### src/rtl/imm_decode_stage_if.sv
// Handshake and decoded-record bus of the immediate-decode stage.
// master = upstream/downstream environment, slave = the decode stage.
interface imm_decode_stage_if;
  logic        flush;
  logic        in_valid;
  logic [31:0] in_instr;
  logic        in_ready;
  logic        out_valid;
  logic        out_ready;
  logic [31:0] out_imm32;
  logic [4:0]  out_rs;
  logic [4:0]  out_rt;
  logic [4:0]  out_dst;
  logic        out_reg_write;
  logic [2:0]  out_ext_kind;
  logic        out_illegal;

  modport master (
    output flush, in_valid, in_instr, out_ready,
    input  in_ready, out_valid, out_imm32, out_rs, out_rt, out_dst,
           out_reg_write, out_ext_kind, out_illegal
  );

  modport slave (
    input  flush, in_valid, in_instr, out_ready,
    output in_ready, out_valid, out_imm32, out_rs, out_rt, out_dst,
           out_reg_write, out_ext_kind, out_illegal
  );
endinterface

### src/rtl/imm_decode_stage.sv
// MIPS immediate-decode stage: combinational decode of the incoming
// instruction into a record, held in a main output register backed by a
// one-entry skid register so upstream sees a registered ready.
module imm_decode_stage (
  input logic             clk,
  input logic             reset,
  imm_decode_stage_if.slave bus
);

  localparam logic [2:0] KIND_NONE   = 3'd0;
  localparam logic [2:0] KIND_SIGN   = 3'd1;
  localparam logic [2:0] KIND_ZERO   = 3'd2;
  localparam logic [2:0] KIND_LUI    = 3'd3;
  localparam logic [2:0] KIND_BRANCH = 3'd4;

  typedef struct packed {
    logic [31:0] imm32;
    logic [4:0]  rs;
    logic [4:0]  rt;
    logic [4:0]  dst;
    logic        reg_write;
    logic [2:0]  ext_kind;
    logic        illegal;
  } rec_t;

  function automatic logic [31:0] sign_ext16(input logic [15:0] imm);
    return {{16{imm[15]}}, imm};
  endfunction

  function automatic logic [31:0] zero_ext16(input logic [15:0] imm);
    return {16'h0000, imm};
  endfunction

  function automatic logic [31:0] branch_ext16(input logic [15:0] imm);
    return {{14{imm[15]}}, imm, 2'b00};
  endfunction

  rec_t        dec_p0;
  rec_t        main_p1;
  rec_t        skid_p1;
  logic        vld_p1;
  logic        skid_vld_p1;
  logic        in_ready_p1;
  logic        vld_d;
  logic        skid_vld_d;
  logic        load_main_in;
  logic        load_main_skid;
  logic        load_skid;
  logic        accept;
  logic        consume;
  logic [5:0]  op;
  logic [15:0] imm;

  assign op      = bus.in_instr[31:26];
  assign imm     = bus.in_instr[15:0];
  assign accept  = bus.in_valid & in_ready_p1;
  assign consume = vld_p1 & bus.out_ready;

  // Stage p0: decode the raw instruction word into a record.
  always_comb begin
    dec_p0           = '0;
    dec_p0.rs        = bus.in_instr[25:21];
    dec_p0.rt        = bus.in_instr[20:16];
    case (op)
      6'h0F: begin
        dec_p0.imm32     = {imm, 16'h0000};
        dec_p0.ext_kind  = KIND_LUI;
        dec_p0.dst       = bus.in_instr[20:16];
        dec_p0.reg_write = 1'b1;
      end
      6'h08, 6'h09, 6'h0A, 6'h0B, 6'h23: begin
        dec_p0.imm32     = sign_ext16(imm);
        dec_p0.ext_kind  = KIND_SIGN;
        dec_p0.dst       = bus.in_instr[20:16];
        dec_p0.reg_write = 1'b1;
      end
      6'h0C, 6'h0D, 6'h0E: begin
        dec_p0.imm32     = zero_ext16(imm);
        dec_p0.ext_kind  = KIND_ZERO;
        dec_p0.dst       = bus.in_instr[20:16];
        dec_p0.reg_write = 1'b1;
      end
      6'h2B: begin
        dec_p0.imm32     = sign_ext16(imm);
        dec_p0.ext_kind  = KIND_SIGN;
      end
      6'h04, 6'h05: begin
        dec_p0.imm32     = branch_ext16(imm);
        dec_p0.ext_kind  = KIND_BRANCH;
      end
      6'h00: begin
        dec_p0.dst       = bus.in_instr[15:11];
        dec_p0.reg_write = 1'b1;
      end
      default: begin
        dec_p0.illegal   = 1'b1;
      end
    endcase
    // $zero is never a real write-back target.
    if (dec_p0.dst == 5'd0) dec_p0.reg_write = 1'b0;
  end

  // Next-state for the main/skid entries; flush overrides every move.
  always_comb begin
    vld_d          = vld_p1;
    skid_vld_d     = skid_vld_p1;
    load_main_in   = 1'b0;
    load_main_skid = 1'b0;
    load_skid      = 1'b0;
    if (bus.flush) begin
      vld_d      = 1'b0;
      skid_vld_d = 1'b0;
    end else if (consume) begin
      if (skid_vld_p1) begin
        load_main_skid = 1'b1;
        skid_vld_d     = 1'b0;
      end else if (accept) begin
        load_main_in   = 1'b1;
      end else begin
        vld_d          = 1'b0;
      end
    end else if (accept) begin
      if (!vld_p1) begin
        load_main_in   = 1'b1;
        vld_d          = 1'b1;
      end else begin
        load_skid      = 1'b1;
        skid_vld_d     = 1'b1;
      end
    end
  end

  // Stage p1 control: valid bits and the registered ready.
  always_ff @(posedge clk or posedge reset) begin
    if (reset) begin
      vld_p1      <= 1'b0;
      skid_vld_p1 <= 1'b0;
      in_ready_p1 <= 1'b1;
    end else begin
      vld_p1      <= vld_d;
      skid_vld_p1 <= skid_vld_d;
      in_ready_p1 <= !skid_vld_d;
    end
  end

  // Stage p1 data: main and skid records, loaded only on a move.
  always_ff @(posedge clk or posedge reset) begin
    if (reset) begin
      main_p1 <= '0;
      skid_p1 <= '0;
    end else begin
      if (load_main_skid)    main_p1 <= skid_p1;
      else if (load_main_in) main_p1 <= dec_p0;
      if (load_skid)         skid_p1 <= dec_p0;
    end
  end

  assign bus.in_ready      = in_ready_p1;
  assign bus.out_valid     = vld_p1;
  assign bus.out_imm32     = main_p1.imm32;
  assign bus.out_rs        = main_p1.rs;
  assign bus.out_rt        = main_p1.rt;
  assign bus.out_dst       = main_p1.dst;
  assign bus.out_reg_write = main_p1.reg_write;
  assign bus.out_ext_kind  = main_p1.ext_kind;
  assign bus.out_illegal   = main_p1.illegal;

endmodule

### src/flat_wrapper.sv
// flat-port wrapper written by rule: the top's interface ports become plain ports
module imm_decode_stage_flat 
  (clk, reset, bus_flush, bus_in_valid, bus_in_instr, bus_out_ready, bus_in_ready, bus_out_valid, bus_out_imm32, bus_out_rs, bus_out_rt, bus_out_dst, bus_out_reg_write, bus_out_ext_kind, bus_out_illegal);
  imm_decode_stage_if bus_i ();
  input logic clk;
  input logic reset;
  input wire logic [$bits(bus_i.flush)-1:0] bus_flush;
  input wire logic [$bits(bus_i.in_valid)-1:0] bus_in_valid;
  input wire logic [$bits(bus_i.in_instr)-1:0] bus_in_instr;
  input wire logic [$bits(bus_i.out_ready)-1:0] bus_out_ready;
  output wire logic [$bits(bus_i.in_ready)-1:0] bus_in_ready;
  output wire logic [$bits(bus_i.out_valid)-1:0] bus_out_valid;
  output wire logic [$bits(bus_i.out_imm32)-1:0] bus_out_imm32;
  output wire logic [$bits(bus_i.out_rs)-1:0] bus_out_rs;
  output wire logic [$bits(bus_i.out_rt)-1:0] bus_out_rt;
  output wire logic [$bits(bus_i.out_dst)-1:0] bus_out_dst;
  output wire logic [$bits(bus_i.out_reg_write)-1:0] bus_out_reg_write;
  output wire logic [$bits(bus_i.out_ext_kind)-1:0] bus_out_ext_kind;
  output wire logic [$bits(bus_i.out_illegal)-1:0] bus_out_illegal;
  assign bus_i.flush = bus_flush;
  assign bus_i.in_valid = bus_in_valid;
  assign bus_i.in_instr = bus_in_instr;
  assign bus_i.out_ready = bus_out_ready;
  assign bus_in_ready = bus_i.in_ready;
  assign bus_out_valid = bus_i.out_valid;
  assign bus_out_imm32 = bus_i.out_imm32;
  assign bus_out_rs = bus_i.out_rs;
  assign bus_out_rt = bus_i.out_rt;
  assign bus_out_dst = bus_i.out_dst;
  assign bus_out_reg_write = bus_i.out_reg_write;
  assign bus_out_ext_kind = bus_i.out_ext_kind;
  assign bus_out_illegal = bus_i.out_illegal;
  imm_decode_stage u_core (.clk(clk), .reset(reset), .bus(bus_i));
endmodule
### config.mk
export PLATFORM = sky130hd
export DESIGN_NAME = imm_decode_stage_flat
export DESIGN_NICKNAME = d
export VERILOG_FILES = /design/src/rtl/imm_decode_stage_if.sv /design/src/rtl/imm_decode_stage.sv /design/src/flat_wrapper.sv
export SDC_FILE = /design/constraint.sdc
export NUM_CORES = 1
export LEC_CHECK = 0
export ABC_AREA = 1
export CORE_MARGIN = 4
export CORE_UTILIZATION = 50
export CTS_CLUSTER_DIAMETER = 120
export DETAILED_ROUTE_END_ITERATION = 6
export DONT_BUFFER_PORTS = 1
export MAX_ROUTING_LAYER = met4
export REMOVE_ABC_BUFFERS = 1
export SLEW_MARGIN = 20
export SYNTH_ARGS = -nofsm -noshare
export SYNTH_HDL_FRONTEND = slang
export SYNTH_SLANG_ARGS = --single-unit
### constraint.sdc
create_clock -name clk -period 4.9 [get_ports clk]
set_clock_uncertainty 0.1 [all_clocks]
set_input_delay 1.47 -clock clk [delete_from_list [all_inputs] [get_ports clk]]
set_output_delay 1.47 -clock clk [all_outputs]
set_load 0.02 [all_outputs]
; Word level (Yosys, flattened, before mapping)
; Index checks and enable logic that the tools add are counted.
[totals]
word_cells = 73
rom_bits = 0
latch_bits = 0
mem_count = 0
ramBits = 0
register_bits = 107
out_inout_bits = 54
in_bits = 37
[op_classes]
muxes = 29
div = 0
n_lt_le_gt_ge = 0
n_eq_ne = 14
multipliers = 0
shifts = 0
bitwise = 2
n_reduce_logical = 11
add_sub_neg = 0
[ops]
columns = cell, count
row1 = 32-bit one-hot mux with 4 select lines, 1
row2 = 52-bit two-way mux, 2
row3 = "6-bit by 4-bit == test with 1-bit output, second input constant", 8
row4 = 1-bit two-way mux, 24
row5 = 13-bit OR reduction, 1
row6 = "6-bit by 3-bit == test with 1-bit output, second input constant", 2
row7 = "6-bit == test, second input constant", 2
row8 = 3-bit one-hot mux with 4 select lines, 1
row9 = 6-bit one-hot mux with 2 select lines, 1
row10 = 9-bit OR reduction, 1
row11 = 6-bit zero test, 1
row12 = "3-bit inequality test, second input constant", 2
row13 = 6-bit OR reduction, 1
row14 = 5-bit zero test, 1
row15 = 3-bit AND reduction, 1
row16 = 3-bit nonzero test, 1
row17 = 3-bit OR reduction, 1
row18 = 1-bit bitwise AND, 2
row19 = 2-bit nonzero test, 1
row20 = 2-bit OR reduction, 1
row21 = 1-bit zero test, 1

; Logic depth before layout (Yosys ltp)
; Gate-level depths: netlist of run 1.
[logic_depth]
ltp_word = 7
depth_mapped = 11
mapped_depth_nobuf = 10

; Least setup slack after synthesis of run 1
; No wires, ideal clock.
[synth_timing]
kind = input to register
startpoint = in bus_out_ready
endpoint = reg u_core.main_p1, in the netlist u_core.bus.out_imm32[10]
setup_ps = 117
stages = 10
t_required_ps = 4683
t_arrival_ps = 2401
slack_ps = 2283
path_buffers = 2
path_cell_list = nand2_1 > inv_2 > nand2_4 > inv_4 > a21oi_2 > inv_2 > buf_4 > buf_2 > nor2_1 > nor2_1
[synth_between]
elab_chain_cells = 4
word_cells_on_any_way = 7
cone_classes = mux (5) / bitwise (1) / reduce/logical (1)
[synth_lines]
columns = item, line
row1 = "start, declared", flat_wrapper.sv:10  ; input wire logic [$bits(bus_i.out_ready)-1:0] bus_out_ready;
row2 = 1-bit bitwise AND (*), imm_decode_stage.sv:57  ; assign consume = vld_p1 & bus.out_ready;
row3 = 1-bit two-way mux, imm_decode_stage.sv:113  ; end else if (consume) begin
row4 = 1-bit two-way mux, imm_decode_stage.sv:110  ; if (bus.flush) begin
row5 = 52-bit two-way mux / 2-bit nonzero test (equally long branches), -
row6 = "end signal, assigned", imm_decode_stage.sv:152  ; if (load_main_skid) main_p1 <= skid_p1;
row7 = "end signal, assigned", imm_decode_stage.sv:153  ; else if (load_main_in) main_p1 <= dec_p0;
row8 = "end, declared", imm_decode_stage.sv:39  ; rec_t main_p1;
; Every way passes the cells marked *; elsewhere a longest branch is shown, timed or not.
; A chain may end at the register's enable or synchronous reset.

; Final worst setup path of run 1
[layout_timing]
startpoint = in bus_flush
endpoint = reg u_core.main_p1, in the netlist u_core.bus.out_imm32[9]
[layout_between]
elab_chain_cells = 2
word_cells_on_any_way = 4
cone_classes = mux (3) / reduce/logical (1)
[layout_lines]
columns = item, line
row1 = "start, declared", flat_wrapper.sv:7  ; input wire logic [$bits(bus_i.flush)-1:0] bus_flush;
row2 = 1-bit two-way mux, imm_decode_stage.sv:110
row3 = 52-bit two-way mux / 2-bit nonzero test (equally long branches), -
; Parallel ways exist; a longest one is shown, timed or not.

==> results of run 1 <==
-- power breakdown --
| group | switching (mW) | internal (mW) | total (mW) |
|---|---|---|---|
| sequential | 0.211 | 1.06 | 1.27 |
| clock | 0.300 | 0.181 | 0.481 |
| combinational | 0.198 | 0.115 | 0.313 |
| total | 0.709 | 1.36 | 2.07 |
-- metal layers --
| metal | wire, um | track usage | vias to the layer above |
|---|---|---|---|
| met3 | 816 | 0.0592 | 12 |
| met4 | 127 | 0.0561 | 0 |
| met1 | 5510 | 0.292 | 1844 |
| li1 | - | - | 1957 |
| met5 | 0 | - | - |
| met2 | 5420 | 0.325 | 87 |
-- through the flow --
stage           util  cell area, um2  cells  setup slack [ns]  hold WS, ns
4_1_cts        0.537            5300    740              2.02        0.335
6_report       0.537            5300    740              2.01        0.335
2_1_floorplan      -            4920    587             0.452        0.302
3_5_place_dp   0.521            5140    725              1.61        0.319
3_3_place_gp   0.521            5140    725              1.71        0.319
5_1_grt        0.537            5300    740              1.84        0.386
-- cells in the mapped netlist (all sizes together) (3+ instances only) --
| cell type | n |
|---|---|
| buf | 20 |
| nand2 | 178 |
| nand3 | 8 |
| o21ai | 77 |
| dfrtp | 106 |
| a31oi | 11 |
| inv | 51 |
| nor2 | 73 |
| nor3 | 3 |
| a21oi | 63 |
| clkbuf | 15 |
| o21a | 14 |
-- cell families after synthesis --
| group | Yosys count |
|---|---|
| simple gates | 263 |
| buf+inv | 86 |
| flops | 107 |
| compound gates | 166 |
-- sequential cells by signal, indices dropped and copies added, names as in the netlist --
name and cells:
u_core.bus.out_reg_write 1, u_core.bus.out_imm32 32, u_core.bus.out_illegal 1, u_core.bus.out_rt 5, u_core.bus.out_ext_kind 3, u_core.bus.out_dst 5, u_core.bus.in_ready 1, u_core.skid_p1 52
u_core.bus.out_valid 1, u_core.bus.out_rs 5, u_core.skid_vld_p1 1
-- worst paths after layout --
kind / end / cells past startpoint
worst max-delay path: u_core.bus.out_imm32[9] / 7
worst min-delay path: u_core.bus.in_ready / 1
worst max register to register: u_core.bus.out_imm32[9] / 8
worst min register to register: u_core.bus.in_ready / 1
max in group asynchronous: u_core.bus.in_ready / 2
min in group asynchronous: u_core.bus.out_imm32[9] / 1
-- layout make-up --
cell class	instances	area share
flip-flops and latches	107	0.506
multi-input cells	429	0.388
inverters	51	0.0371
well taps	133	0.0314
clock buffers	10	0.0241
repair buffers	5	0.00709
clock inverters	5	0.00591
-- critical path: stages --
cell and delay [ns]:
nor2_1 0.19, nand2_4 0.20, inv_4 0.11, buf_4 0.67
a21oi_1 0.18, o21a_1 0.15, nor2_1 0.07
==> results.sh, run 1 <==
export IMPL_path_class="primary input to flip-flop"
export IMPL_core_mm2=0.00986
export IMPL_synth_simple_area_share=0.213
export IMPL_htree_num_levels=3
export IMPL_multi_input_area_mm2=0.00206
export IMPL_synth_edf_count=0
export IMPL_ys_seq_area_frac=0.523
export IMPL_hp_start="u_core.skid_vld_p1"
export IMPL_drtIter0Drc=270
export IMPL_rrSetupSlack_ns=2.59
export IMPL_hold_buffers=0
export IMPL_start_util=0.519
export IMPL_area_growth_pct=3.42
export IMPL_grt_max_degree=90
export IMPL_arrival_ns=3.10
export IMPL_layout_common_cells="nand2_1, dfrtp_1, nor2_1"
export IMPL_fmax_ghz=0.346
export IMPL_netlist_top_cells_area="dfrtp_1, nand2_1, nor2_1"
export IMPL_layout_drive_gt1_share=0.104
export IMPL_dp_hpwl_mm=7.48
export IMPL_antenna_found_initial=0
export IMPL_critPathLaunchType="primary input"
export IMPL_numCtsBuffers=9
export IMPL_endpoint_kind="flip-flop"
export IMPL_synth_top_family_by_area="simple AND/OR/NAND/NOR gates"
export IMPL_r2r_start="u_core.bus.out_valid"
export IMPL_yosysTopAreaCell="dfrtp_1"
export IMPL_synth_seq_cells=107
export IMPL_syn_cell_area_mm2=0.00512
export IMPL_gr_usage_all_layers=0.216
export IMPL_die_area_mm2=0.0119
export IMPL_synth_mux_area_frac=0
export IMPL_cts_root_buffer_cell="clkbuf_8"
export IMPL_detail_route_wl_per_cell_um=16.0
export IMPL_vdd_drop_max_v=0.000215
export IMPL_fin_nets=640
export IMPL_p_per_area_mw_per_mm2=390
export IMPL_synthFlopType="dfrtp_1"
export IMPL_die_y_um=109
export IMPL_yosysWarnings=0
export IMPL_outcome="completed"
export IMPL_ys_types=30
export IMPL_synth_adder_area_share=0
export IMPL_cts_resized=0
export IMPL_io_buffers=0
export IMPL_route_detailed_drc=0
export IMPL_total_power_mw=2.07
export IMPL_final_common_cell="nand2_1"
export IMPL_synth_xor_area_frac=0
export IMPL_hold_viol=0
export IMPL_setup_viol=0
export IMPL_synth_cells=622
export IMPL_worstPathRequired_ns=5.11
export IMPL_io_pins=91
export IMPL_finalCriticalPeriod_ns=2.89
export IMPL_async_reset_ff_frac=1.00
export IMPL_synth_top_area_frac=0.518
export IMPL_final_antenna_net_count=0
export IMPL_first_global_vias=3721
export IMPL_n_antenna_cell=0
export IMPL_first_pass_iters=5
export IMPL_post_cts_repair_setup_buffers=0
export IMPL_max_slew_margin=0.415
export IMPL_cts_sinks=107
export IMPL_clk_latency_ns=0.37
export IMPL_dr_total_vias=3900
export IMPL_register_area_mm2=0.00268
export IMPL_maxCapViolations=0
export IMPL_viasPerCell=5.27
export IMPL_die_w_um=109
export IMPL_grt_pass1_wl_mm=19.4
export IMPL_rsz0062_at_grt="no"
export IMPL_cts_buffer_depth=2
export IMPL_hp_class="flip-flop to flip-flop"
export IMPL_tightest_slew_ns=0.877
export IMPL_routed_wirelength_mm=11.9
export IMPL_cts_tree="done"
export IMPL_synth_avg_cell_area_um2=8.23
export IMPL_critPathMaxFanout=89
export IMPL_synth_compound_area_frac=0.188
export IMPL_num_rows=36
export IMPL_fillers=933
export IMPL_p_leak_nw=2.63
export IMPL_cp_startpoint="bus_flush"
export IMPL_fin_setup_tns_ns=0
export IMPL_finalCritPeriodShare=0.590
export IMPL_place_gp_congestion=0.752
export IMPL_overflow=0
export IMPL_clk_pin_slew_ns=0.10
export IMPL_slew_violations=0
Power figures use the tool's default switching activity.
==> inputs of run 2 (changes only) <==
Clock period 4.9 ns to 3 ns, I/O delays scaled along.
==> run 2 against run 1 <==
  * Clock-buffer cell count rose by 2
  * First-iteration DRC count rose by 32%
  * Wire length grew 2.8%
  * Cell count up 0.54%
  * Core utilization increased by 0.98 points
  * Global-route usage increased by 0.85 points
  * Sequential power is 64% higher
  * Flip-flop and latch count is the same
  * Via count grew 2.6%
  * Hold slack improved by 0.0040 ns
  * Largest cell class unchanged
  * Combinational power up 67%
  * Total power is 69% higher
==> results.sh, run 2 (synthesized netlist as in run 1, its figures left out) <==
export IMPL_outcome="completed"
export IMPL_p_leak_nw=2.66
export IMPL_register_area_mm2=0.00268
export IMPL_dr_total_vias=4003
export IMPL_finalCriticalPeriod_ns=2.14
export IMPL_grt_pass1_wl_mm=20.3
export IMPL_gr_usage_all_layers=0.225
export IMPL_p_per_area_mw_per_mm2=649
export IMPL_detail_route_wl_per_cell_um=16.4
export IMPL_rsz0062_at_grt="no"
export IMPL_setup_viol=0
export IMPL_die_area_mm2=0.0119
export IMPL_cts_sinks=107
export IMPL_routed_wirelength_mm=12.2
export IMPL_fillers=934
export IMPL_die_y_um=109
export IMPL_post_cts_repair_setup_buffers=0
export IMPL_layout_drive_gt1_share=0.108
export IMPL_overflow=0
export IMPL_finalCritPeriodShare=0.713
export IMPL_clk_pin_slew_ns=0.10
export IMPL_worstPathRequired_ns=3.21
export IMPL_layout_common_cells="nand2_1, dfrtp_1, nor2_1"
export IMPL_fmax_ghz=0.468
export IMPL_max_slew_margin=0.454
export IMPL_critPathMaxFanout=38
export IMPL_tightest_slew_ns=0.818
export IMPL_cts_buffer_depth=2
export IMPL_largest_reg_flops=52
export IMPL_hp_start="u_core.skid_vld_p1"
export IMPL_multi_input_area_mm2=0.00206
export IMPL_maxCapViolations=0
export IMPL_critPathLaunchType="flip-flop"
export IMPL_holdPathStages=1
export IMPL_io_buffers=0
export IMPL_final_common_cell="nand2_1"
export IMPL_dp_hpwl_mm=7.73
export IMPL_place_gp_congestion=0.796
export IMPL_r2r_start="u_core.bus.out_valid"
export IMPL_hp_class="flip-flop to flip-flop"
export IMPL_endpoint_kind="flip-flop"
export IMPL_slew_violations=0
export IMPL_final_antenna_net_count=0
export IMPL_die_w_um=109
export IMPL_hold_buffers=0
export IMPL_total_power_mw=3.50
export IMPL_viasPerCell=5.38
export IMPL_core_mm2=0.00986
export IMPL_numCtsBuffers=9
export IMPL_crit_buf_inv=3
export IMPL_first_pass_iters=7
export IMPL_area_growth_pct=5.30
export IMPL_n_antenna_cell=0
export IMPL_num_rows=36
export IMPL_cts_tree="done"
export IMPL_cp_common_cell="inv_2"
export IMPL_post_place_ws_ns=0.496
export IMPL_first_global_vias=4019
export IMPL_grt_max_degree=90
export IMPL_dpl_cell_area_mm2=0.00520
export IMPL_drtIter0Drc=356
export IMPL_cts_resized=0
export IMPL_regMostFlops="u_core.skid_p1"
export IMPL_design_area_mm2=0.00539
export IMPL_cp_top_family="buffers and inverters"
export IMPL_route_detailed_drc=0
export IMPL_hold_viol=0
export IMPL_slowest_delay_ns=0.54
export IMPL_setup_slack_ns=0.861
export IMPL_vdd_drop_max_v=0.000301
export IMPL_cts_root_buffer_cell="clkbuf_8"
export IMPL_start_util=0.519
export IMPL_holdPathEnd="u_core.bus.in_ready"
export IMPL_arrival_ns=2.35
export IMPL_antenna_found_initial=0
export IMPL_path_class="flip-flop to flip-flop"
export IMPL_cp_cell_sequence="nand2_1 > inv_2 > nand2_4 > inv_4 > a21oi_4 > inv_2 > o21ai_0 > o21ai_1"
export IMPL_io_pins=91
export IMPL_clk_latency_ns=0.37
export IMPL_r2r_end="u_core.bus.out_ext_kind[0]"
export IMPL_rrSetupSlack_ns=0.86
export IMPL_fin_nets=643
export IMPL_worst_path_max_delay_cell="inv_2"
export IMPL_reg2reg_depth=8
export IMPL_htree_num_levels=3
[run 2: changes by cell type in the layout (fill, tap and decap cells not counted), sizes merged]
cell / before / now
clkbuf: 10 / 12
bufinv: 0 / 1
clkinvlp: 1 / 2
clkinv: 4 / 1
buf: 5 / 8
[run 2: per-stage QoR]
step | util | hold slack (ns) | setup TNS (ns) | cells
after floorplan | - | 0.302 | -122.14 | 587
after global placement | 0.527 | 0.318 | 0 | 728
after detailed placement | 0.527 | 0.326 | 0 | 728
after CTS | 0.547 | 0.341 | 0 | 744
after global routing | 0.547 | 0.367 | 0 | 744
final | 0.547 | 0.339 | 0 | 744
[run 2: final cells by class]
| cell class | instances | share of cell area |
|---|---|---|
| Sequential cell | 107 | 0.497 |
| Multi-Input combinational cell | 429 | 0.382 |
| Inverter | 51 | 0.0364 |
| Tap cell | 133 | 0.0309 |
| Clock buffer | 12 | 0.0269 |
| Timing Repair Buffer | 8 | 0.0181 |
| Clock inverter | 4 | 0.00928 |
[run 2: worst reg2reg max path, delay by kind of cell, from the launching register on]
| kind | cells | cell delay, ns |
|---|---|---|
| buf+inv | 3 | 0.80 |
| simple gates | 2 | 0.27 |
| flops | 1 | 0.52 |
| compound gates | 3 | 0.39 |
[run 2: worst max-delay path by stage]
stage	from	to	cells past startpoint
after floorplan	bus_out_ready	u_core.bus.out_rs[0]	8
after global placement	bus_in_instr[26]	u_core.bus.out_imm32[30]	10
after detailed placement	bus_flush	u_core.bus.out_ext_kind[0]	7
after CTS	u_core.bus.out_valid	u_core.bus.out_ext_kind[0]	8
after global routing	u_core.bus.out_valid	u_core.bus.out_ext_kind[0]	8
final	u_core.bus.out_valid	u_core.bus.out_ext_kind[0]	8
[run 2: per-layer routing]
layer / GRT usage / routed length (um) / part of all wire / up-vias
met5: - / 0 / 0 / -
met4: 0.0552 / 140 / 0.011 / 0
met3: 0.0616 / 949 / 0.078 / 11
met2: 0.359 / 5590 / 0.46 / 107
met1: 0.287 / 5530 / 0.45 / 1923
li1: - / - / - / 1962
[run 2: power breakdown]
group	internal, mW	leakage, nW	total (mW)	switching [mW]
Clock	0.409	0.0926	0.898	0.489
Sequential	1.73	1.38	2.08	0.346
Combinational	0.195	1.19	0.523	0.328
==> inputs of run 3 (changes only) <==
Clock period 3 ns to 2.1 ns, I/O delays scaled along.
==> run 3 against run 2 <==
  * Flip-flop and latch count unchanged
  * Core utilization increased by 1.2 points
  * Critical path depth decreased by 1
  * Combinational power increased by 47%
  * Wire length decreased by 0.80%
  * Critical path type unchanged
  * Largest cell class unchanged
==> results.sh, run 3 (synthesized netlist as in run 1, its figures left out) <==
export IMPL_outcome="completed"
export IMPL_die_w_um=109
export IMPL_max_slew_margin=0.643
export IMPL_power_internal_mw=3.47
export IMPL_reg2reg_depth=7
export IMPL_antenna_found_initial=0
export IMPL_clk_latency_ns=0.37
export IMPL_cp_top_family="flip-flops"
export IMPL_stdcell_count=753
export IMPL_io_buffers=0
export IMPL_first_global_vias=3966
export IMPL_slew_violations=0
export IMPL_cts_sinks=107
export IMPL_post_place_ws_ns=0.00595
export IMPL_hp_start="bus_in_instr[22]"
export IMPL_num_rows=36
export IMPL_grt_pass1_wl_mm=20.2
export IMPL_layout_common_cells="nand2_1, dfrtp_1, nor2_1"
export IMPL_path_class="flip-flop to flip-flop"
export IMPL_p_sw_frac=0.323
export IMPL_core_mm2=0.00986
export IMPL_first_pass_iters=6
export IMPL_p_seq_frac=0.578
export IMPL_hold_viol=0
export IMPL_place_gp_congestion=0.799
export IMPL_detail_route_wl_per_cell_um=16.1
export IMPL_largest_reg_flops=52
export IMPL_setup_slack_ns=0.195
export IMPL_drtIter0Drc=271
export IMPL_numCtsBuffers=9
export IMPL_dr_total_vias=3975
export IMPL_clk_pin_slew_ns=0.10
export IMPL_p_per_area_mw_per_mm2=931
export IMPL_fmax_ghz=0.525
export IMPL_maxCapViolations=0
export IMPL_fin_nets=653
export IMPL_io_pins=91
export IMPL_holdPathStages=2
export IMPL_design_area_mm2=0.00551
export IMPL_setup_viol=0
export IMPL_critPathLaunchType="flip-flop"
export IMPL_critPathMaxFanout=48
export IMPL_placed_cells=737
export IMPL_cts_root_buffer_cell="clkbuf_8"
export IMPL_worst_path_max_delay_cell="dfstp_2"
export IMPL_final_common_cell="nand2_1"
export IMPL_n_antenna_cell=0
export IMPL_total_power_mw=5.12
export IMPL_dp_hpwl_mm=7.96
export IMPL_cts_buffer_depth=2
export IMPL_power_frac_comb=0.150
export IMPL_r2r_start="u_core.bus.in_ready"
export IMPL_cts_tree="done"
export IMPL_r2r_end="u_core.bus.out_imm32[10]"
export IMPL_layout_drive_gt1_share=0.121
export IMPL_regMostFlops="u_core.skid_p1"
export IMPL_hold_ws_ns=0.270
export IMPL_tightest_slew_ns=0.535
export IMPL_holdPathEnd="u_core.skid_p1[16]"
export IMPL_overflow=0
export IMPL_p_leak_nw=2.72
export IMPL_rrSetupSlack_ns=0.20
export IMPL_area_growth_pct=7.53
export IMPL_post_cts_repair_setup_buffers=0
export IMPL_fillers=898
export IMPL_finalCriticalPeriod_ns=1.90
export IMPL_htree_num_levels=3
export IMPL_routed_wirelength_mm=12.1
export IMPL_vdd_drop_max_v=0.000458
export IMPL_worstPathRequired_ns=2.27
export IMPL_gr_usage_all_layers=0.224
export IMPL_arrival_ns=2.08
export IMPL_grt_max_degree=68
export IMPL_die_area_mm2=0.0119
export IMPL_slowest_delay_ns=0.60
export IMPL_finalCritPeriodShare=0.907
export IMPL_endpoint_kind="flip-flop"
export IMPL_hp_class="primary input to flip-flop"
export IMPL_start_util=0.519
export IMPL_route_detailed_drc=0
export IMPL_p_sw_mw=1.66
export IMPL_clock_power_share=0.272
export IMPL_crit_buf_inv=1
export IMPL_final_antenna_net_count=0
export IMPL_rsz0062_at_grt="no"
export IMPL_die_y_um=109
export IMPL_dpl_cell_area_mm2=0.00528
export IMPL_cp_cell_sequence="nand2_1 > nor2_2 > a21oi_4 > buf_4 > a21oi_1 > o21a_1 > nor2_1"
export IMPL_viasPerCell=5.28
[run 3: changes by cell type in the layout (fill, tap and decap cells not counted)]
cell           delta
dlygate4sd3_1     +1
inv_4             +1
buf_4             +8
bufinv_16         +1
inv_2             -1
buf_12            +1
clkbuf_1          -1
clkinv_2          -1
[run 3: layout make-up]
| type | count | area [um2] | share of cell area |
|---|---|---|---|
| inverters | 51 | 199 | 0.0361 |
| clock buffers | 11 | 141 | 0.0257 |
| clock inverters | 4 | 75.1 | 0.0136 |
| multi-input cells | 429 | 2060 | 0.374 |
| repair buffers | 18 | 188 | 0.0341 |
| flip-flops and latches | 107 | 2680 | 0.487 |
| well taps | 133 | 166 | 0.0302 |
[run 3: power groups by stage]
stage	logic (mW)	registers (mW)	clock network, mW
6_report	0.770	2.96	1.39
5_1_grt	0.908	3.01	1.51
4_1_cts	0.780	2.97	1.43
3_5_place_dp	0.773	3.01	0
2_1_floorplan	0.596	2.94	0
3_3_place_gp	0.747	3.00	0
[run 3: worst reg2reg max path, delay by kind of cell (launching register included)]
family,cells,cell delay [ns]
flops,1,0.60
compound gates,3,0.46
simple gates,3,0.34
buf+inv,1,0.31
[run 3: per-layer routing]
layer	share of wire	up-vias	wire length, um	track usage
met2	0.45	86	5480	0.329
met1	0.47	1892	5660	0.303
met3	0.063	19	769	0.0533
met5	0	-	0	-
li1	-	1978	-	-
met4	0.017	0	204	0.0846
[run 3: timing repair]
item	in CTS	in global routing
endpoints found under the setup margin	0	19
hold buffers	1	0
hold endpoints to repair	3	0
resized for setup	0	2
[run 3: how the worst max path moves through the flow]
stage,slack [ns],cells after the start,startpoint,endpoint
2_1_floorplan,-1.51,8,bus_out_ready,u_core.bus.out_rs[0]
3_3_place_gp,0.04,7,bus_flush,u_core.bus.out_ext_kind[0]
3_5_place_dp,0.006,7,bus_flush,u_core.bus.out_ext_kind[0]
4_1_cts,0.03,6,u_core.bus.in_ready,u_core.bus.out_ext_kind[0]
5_1_grt,0.07,7,u_core.bus.in_ready,u_core.bus.out_imm32[8]
6_report,0.20,7,u_core.bus.in_ready,u_core.bus.out_imm32[10]
[run 3: per-stage QoR]
step | utilization | setup TNS, ns
finish | 0.558 | 0
global route | 0.558 | 0
CTS | 0.558 | 0
floorplan | - | -246.41
global placement | 0.535 | 0
detailed placement | 0.535 | 0
